**src/rtl/seq_mult_ctrl_pkg.sv**
```systemverilog
// rtl/seq_mult_ctrl_pkg.sv - shared widths, state encoding and helpers for the shift-add multiplier
package seq_mult_ctrl_pkg;

  // Default operand widths used by the top and the datapath
  localparam int MULT_M_W = 2;
  localparam int MULT_Q_W = 3;

  // Controller state encoding; 2'd3 is unused and treated as illegal
  typedef enum logic [1:0] {
    ST_IDLE = 2'd0,
    ST_RUN  = 2'd1,
    ST_DONE = 2'd2
  } state_t;

  // Bit counter width: one extra bit above what is needed to index Q_W steps
  function automatic int cnt_width(input int q_w);
    return $clog2(q_w) + 1;
  endfunction

endpackage

```
**src/rtl/seq_mult_ctrl_shift_add_dp.sv**
```systemverilog
// rtl/seq_mult_ctrl_shift_add_dp.sv - shared shift-add datapath: accumulator, shifted multiplicand, shifted multiplier
module shift_add_dp
  import seq_mult_ctrl_pkg::*;
#(
  parameter int M_W = MULT_M_W,
  parameter int Q_W = MULT_Q_W
) (
  input  logic               i_clk,
  input  logic               i_rst,
  input  logic               i_load,
  input  logic               i_step,
  input  logic [M_W-1:0]     i_m_in,
  input  logic [Q_W-1:0]     i_q_in,
  output logic [M_W+Q_W-1:0] o_acc,
  output logic [M_W+Q_W-1:0] o_sum,
  output logic               o_q_lsb
);

  localparam int P_W = M_W + Q_W;

  logic [P_W-1:0] r_acc;
  logic [P_W-1:0] r_m_sh;
  logic [Q_W-1:0] r_q_sh;
  logic [P_W-1:0] w_addend;

  // Add the shifted multiplicand only when the current multiplier bit is set;
  // the sum is exposed so the controller can capture the final step's result
  always_comb begin
    w_addend = '0;
    if (r_q_sh[0]) begin
      w_addend = r_m_sh;
    end
  end

  assign o_sum   = r_acc + w_addend;
  assign o_acc   = r_acc;
  assign o_q_lsb = r_q_sh[0];

  // Load operands on an accepted start, otherwise retire one multiplier bit per step
  always_ff @(posedge i_clk or posedge i_rst) begin
    if (i_rst) begin
      r_acc  <= '0;
      r_m_sh <= '0;
      r_q_sh <= '0;
    end else if (i_load) begin
      r_acc  <= '0;
      r_m_sh <= {{Q_W{1'b0}}, i_m_in};
      r_q_sh <= i_q_in;
    end else if (i_step) begin
      r_acc  <= o_sum;
      r_m_sh <= r_m_sh << 1;
      r_q_sh <= r_q_sh >> 1;
    end
  end

endmodule

```
**src/rtl/seq_mult_ctrl.sv**
```systemverilog
// rtl/seq_mult_ctrl.sv - sequential multiplier controller with start/done handshake
module seq_mult_ctrl
  import seq_mult_ctrl_pkg::*;
#(
  parameter int M_W = MULT_M_W,
  parameter int Q_W = MULT_Q_W
) (
  input  logic               clk,
  input  logic               rst,
  input  logic               start,
  input  logic [M_W-1:0]     m_in,
  input  logic [Q_W-1:0]     q_in,
  output logic               busy,
  output logic               done,
  output logic [M_W+Q_W-1:0] p
);

  localparam int P_W   = M_W + Q_W;
  localparam int CNT_W = cnt_width(Q_W);
  localparam logic [CNT_W-1:0] LAST_CNT = CNT_W'(Q_W - 1);

  state_t           r_state;
  state_t           w_state_nxt;
  logic [CNT_W-1:0] r_cnt;
  logic [P_W-1:0]   r_p;
  logic             w_load;
  logic             w_step;
  logic             w_last;
  logic [P_W-1:0]   w_acc;
  logic [P_W-1:0]   w_sum;
  logic             w_q_lsb;

  shift_add_dp #(
    .M_W (M_W),
    .Q_W (Q_W)
  ) u_dp (
    .i_clk   (clk),
    .i_rst   (rst),
    .i_load  (w_load),
    .i_step  (w_step),
    .i_m_in  (m_in),
    .i_q_in  (q_in),
    .o_acc   (w_acc),
    .o_sum   (w_sum),
    .o_q_lsb (w_q_lsb)
  );

  // State register; reset aborts any job in flight
  always_ff @(posedge clk or posedge rst) begin
    if (rst) begin
      r_state <= ST_IDLE;
    end else begin
      r_state <= w_state_nxt;
    end
  end

  // Next state and datapath controls; start is only looked at in IDLE, so it is
  // neither queued nor able to disturb a running job
  always_comb begin
    w_state_nxt = r_state;
    w_load      = 1'b0;
    w_step      = 1'b0;
    case (r_state)
      ST_IDLE: begin
        if (start) begin
          w_load      = 1'b1;
          w_state_nxt = ST_RUN;
        end
      end
      ST_RUN: begin
        w_step = 1'b1;
        if (r_cnt == LAST_CNT) begin
          w_state_nxt = ST_DONE;
        end
      end
      ST_DONE: begin
        w_state_nxt = ST_IDLE;
      end
      default: begin
        w_state_nxt = ST_IDLE;
      end
    endcase
  end

  assign w_last = w_step && (r_cnt == LAST_CNT);

  // Step counter; RUN leaves at Q_W-1 so it never wraps
  always_ff @(posedge clk or posedge rst) begin
    if (rst) begin
      r_cnt <= '0;
    end else if (w_load) begin
      r_cnt <= '0;
    end else if (w_step) begin
      r_cnt <= r_cnt + 1'b1;
    end
  end

  // Product register captures the last step's sum and holds until the next job finishes
  always_ff @(posedge clk or posedge rst) begin
    if (rst) begin
      r_p <= '0;
    end else if (w_last) begin
      r_p <= w_sum;
    end
  end

  // Status is decoded from the state register alone, so it never glitches with start
  always_comb begin
    busy = 1'b0;
    done = 1'b0;
    case (r_state)
      ST_RUN:  busy = 1'b1;
      ST_DONE: begin
        busy = 1'b1;
        done = 1'b1;
      end
      default: begin
        busy = 1'b0;
        done = 1'b0;
      end
    endcase
  end

  assign p = r_p;

  // The accumulator and multiplier LSB are observed only through the final sum
  logic w_unused;
  assign w_unused = ^{w_acc, w_q_lsb};

endmodule

```
**config.mk**
```make
export PLATFORM = sky130hd
export DESIGN_NAME = seq_mult_ctrl
export DESIGN_NICKNAME = d
export VERILOG_FILES = /design/src/rtl/seq_mult_ctrl_pkg.sv /design/src/rtl/seq_mult_ctrl_shift_add_dp.sv /design/src/rtl/seq_mult_ctrl.sv
export SDC_FILE = /design/constraint.sdc
export NUM_CORES = 1
export LEC_CHECK = 0
export BUFFER_PORTS_ARGS = -buffer_cell sky130_fd_sc_hd__clkbuf_2
export CORE_MARGIN = 1.5
export CORE_UTILIZATION = 44
export DETAILED_ROUTE_END_ITERATION = 10
export PLACE_DENSITY = 0.67
export SLEW_MARGIN = 20
export SYNTH_ARGS = -nofsm -noshare
export SYNTH_HDL_FRONTEND = slang
export SYNTH_SLANG_ARGS = --single-unit
```
**constraint.sdc**
```tcl
create_clock -name clk -period 1.8 [get_ports clk]
set_input_delay 0.18 -clock clk [delete_from_list [all_inputs] [get_ports clk]]
set_output_delay 0.18 -clock clk [all_outputs]
set_load 0.05 [all_outputs]
```
==> impl_metrics.toml <==
[outcome]
outcome = "finished, violations left"
failed_checks = "setup timing"

[timing]
worstMarginPinSlew_ps = 389
fmax_ghz = 0.534
finalHoldViolations = 0
finalSetupViolations = 2
slew_headroom_pct = 74.0
final.setup_skew_ps = 1.02
hold_ws_ps = 49.1
slew_violations = 0
rsz0062_at_grt = "true"
min_period_over_period_pct = 104
fin_crit_ps = 1870
fin_ws_ps = -71.0

[routing]
wl_per_cell_um = 12.1
drt_iter0_drc = 17
first_pass_iters = 4
antenna_left = 0
vias = 866
wl_um = 2110
viasPerCell = 4.98
route.detailed.drc = 0

[grt]
antenna_found_initial = 0
grt_max_degree = 24
grt_pass1_wl_um = 3880
grt_usage_pct = 15.6
grt_overflow = 0
grt_pass1_vias = 835

[logic_synthesis]
ys_seq_elements = 23
synth_cells = 119
synth_cell_types = 28
synth_area_um2 = 1250
ys_warn_count = 0
syn_area_per_cell_um2 = 10.5
synth_edf_count = 0
synth.yosys.seq_area_share_pct = 46.1
ys.flop_type = "dfrtp_1"
ys_async_sr_fraction_pct = 100
synth_fp_nets = 138

[final_layout]
nNetsFinal = 163
multi_input_area_um2 = 673
syn2layout_area_growth_pct = 19.2
fill_cells = 237
finish.utilization_pct = 54.5
drive_gt1_share_pct = 28.7
ff_latch_area_um2 = 576
final_cells = 174
antenna_cells = 0

[cts]
clkSinkCount = 23
clock_latency_ps = 310
cts_tree = "built"
postCtsSetupBuffers = 0
numCtsBuffers = 3
cts_max_path_buffers = 2
clockRootBuffer = "clkbuf_4"
clkTransAtPathRegs_ps = 130
h-tree-depth = 1

[place]
hpwl_um = 1500
post-place-ws_ps = -82.9
routabilityCongestion = 0.798
portBuffers = 14
placed_cells = 169

[pwr]
power_density_nw_per_um2 = 1680
power_mw = 2.51
peakVddDrop_mv = 1.03
leakage_nw = 0.775

[setup_path]
critical_path_class = "reg -> reg"
required_ps = 2010
arrival_ps = 2080
start_kind = "register"
endpoint_kind = "register"
critPathMaxFanout = 3

[die]
dieArea_um2 = 3170
initial_core_util_pct = 45.7
ios = 15
die_width_um = 56.3
rows = 19
core-area_um2 = 2730
die_y_um = 56.3

[min_path]
hold_path_class = "in -> reg"

[job]
drv_cap = 0
==> synthesized netlist by cell type, drive strengths merged, types with 2 or more instances <==
master,number,area share (%)
mux2i,10,8.0
a21oi,2,0.80
nand3b,3,1.8
a211oi,2,1.2
and2,5,3.0
xnor2,2,1.4
buf,3,1.2
inv,7,2.1
dfrtp,23,46
xor2,2,1.4
mux2,3,2.7
nor2,11,3.3
o21ai,7,2.8
nand2,16,4.8
nand2b,4,2.2
ha,10,10
==> sequential cells by signal, indices dropped and copies added, names as in the netlist <==
register and count:
r_cnt 3, u_dp.r_m_sh 5, u_dp.o_acc 5, r_state 2
u_dp.r_q_sh 3, p 5
==> stage by stage <==
stage | instance area [um^2] | setup TNS (ps)
final | 1490 | -73.5
after CTS | 1490 | -80.8
after global placement | 1420 | -15.9
after detailed placement | 1420 | -82.9
after global routing | 1490 | -373
after floorplan | 1260 | -43.8
==> cells by family (layout without fill, tap and decap cells) <==
logic type	count (synthesis)	count (layout)	share of synthesized area, %
flip-flops	23	23	46.1
multiplexers	13	13	10.7
buffers and inverters	11	35	3.61
AO/OA/AOI/OAI	14	14	6.61
AND/OR/NAND/NOR	42	42	16.7
adder cells (fa/ha/maj)	11	11	11.6
XOR/XNOR	5	5	4.61
==> cell usage in the layout (no fill, tap or decap), types with 2 or more instances in the layout <==
cell type	Yosys	final
a211oi_1	2	2
a21oi_1	2	2
and2_2	3	2
and2_4	1	2
buf_4	0	9
clkbuf_2	0	14
clkbuf_4	0	3
dfrtp_1	23	23
ha_1	10	9
inv_1	7	6
mux2_2	3	3
mux2i_1	10	10
nand2_1	16	16
nand2b_1	3	2
nand3b_1	3	3
nor2_1	11	10
o21ai_0	7	7
xnor2_1	2	2
xor2_1	2	2
==> metal layers <==
| layer | track usage, % | part of all wire (%) | vias to the layer above |
|---|---|---|---|
| met5 | 0 | 0 | - |
| met4 | 3.06 | 1.0 | 0 |
| met3 | 4.15 | 3.1 | 2 |
| met2 | 24.9 | 47 | 17 |
| met1 | 21.5 | 49 | 404 |
| li1 | - | - | 443 |
==> final cells by class <==
class                   instances  area share (%)
multi-input cells              85            45.2
flip-flops and latches         23            38.7
clock buffers                   3            1.51
well taps                      31            2.61
repair buffers                 24            9.92
clock inverters                 1           0.336
inverters                       7            1.76
==> power by group <==
part | internal (mW) | switching (mW)
registers | 0.730 | 0.138
clock network | 0.0830 | 0.156
logic | 0.579 | 0.819
==> path summary, 6_finish.rpt <==
check,startpoint,end,slack [ps],cells after the start
worst max-delay path,u_dp.r_q_sh[0],p[4],-70,8
max in group asynchronous,rst,p[1],1160,4
worst min register to register,p[3],p[3],490,2
worst max register to register,u_dp.r_q_sh[0],p[4],-70,8
worst min-delay path,m_in[0],u_dp.r_m_sh[0],50,3
min in group asynchronous,rst,p[4],420,4
==> worst max-delay path: stages (launching register included) <==
cell	delay [ps]
dfrtp_1	400
and2_4	160
ha_4	120
inv_2	40
fa_2	330
nand2b_4	150
o2bb2ai_4	120
xnor3_1	180
mux2_2	270
==> timing repair <==
item	in CTS	in global routing
resized for setup	6	0
hold endpoints to repair	23	0
hold buffers	1	0
pin swaps	1	0
setup endpoints to repair	2	4
(Power assumes the default switching activity.)
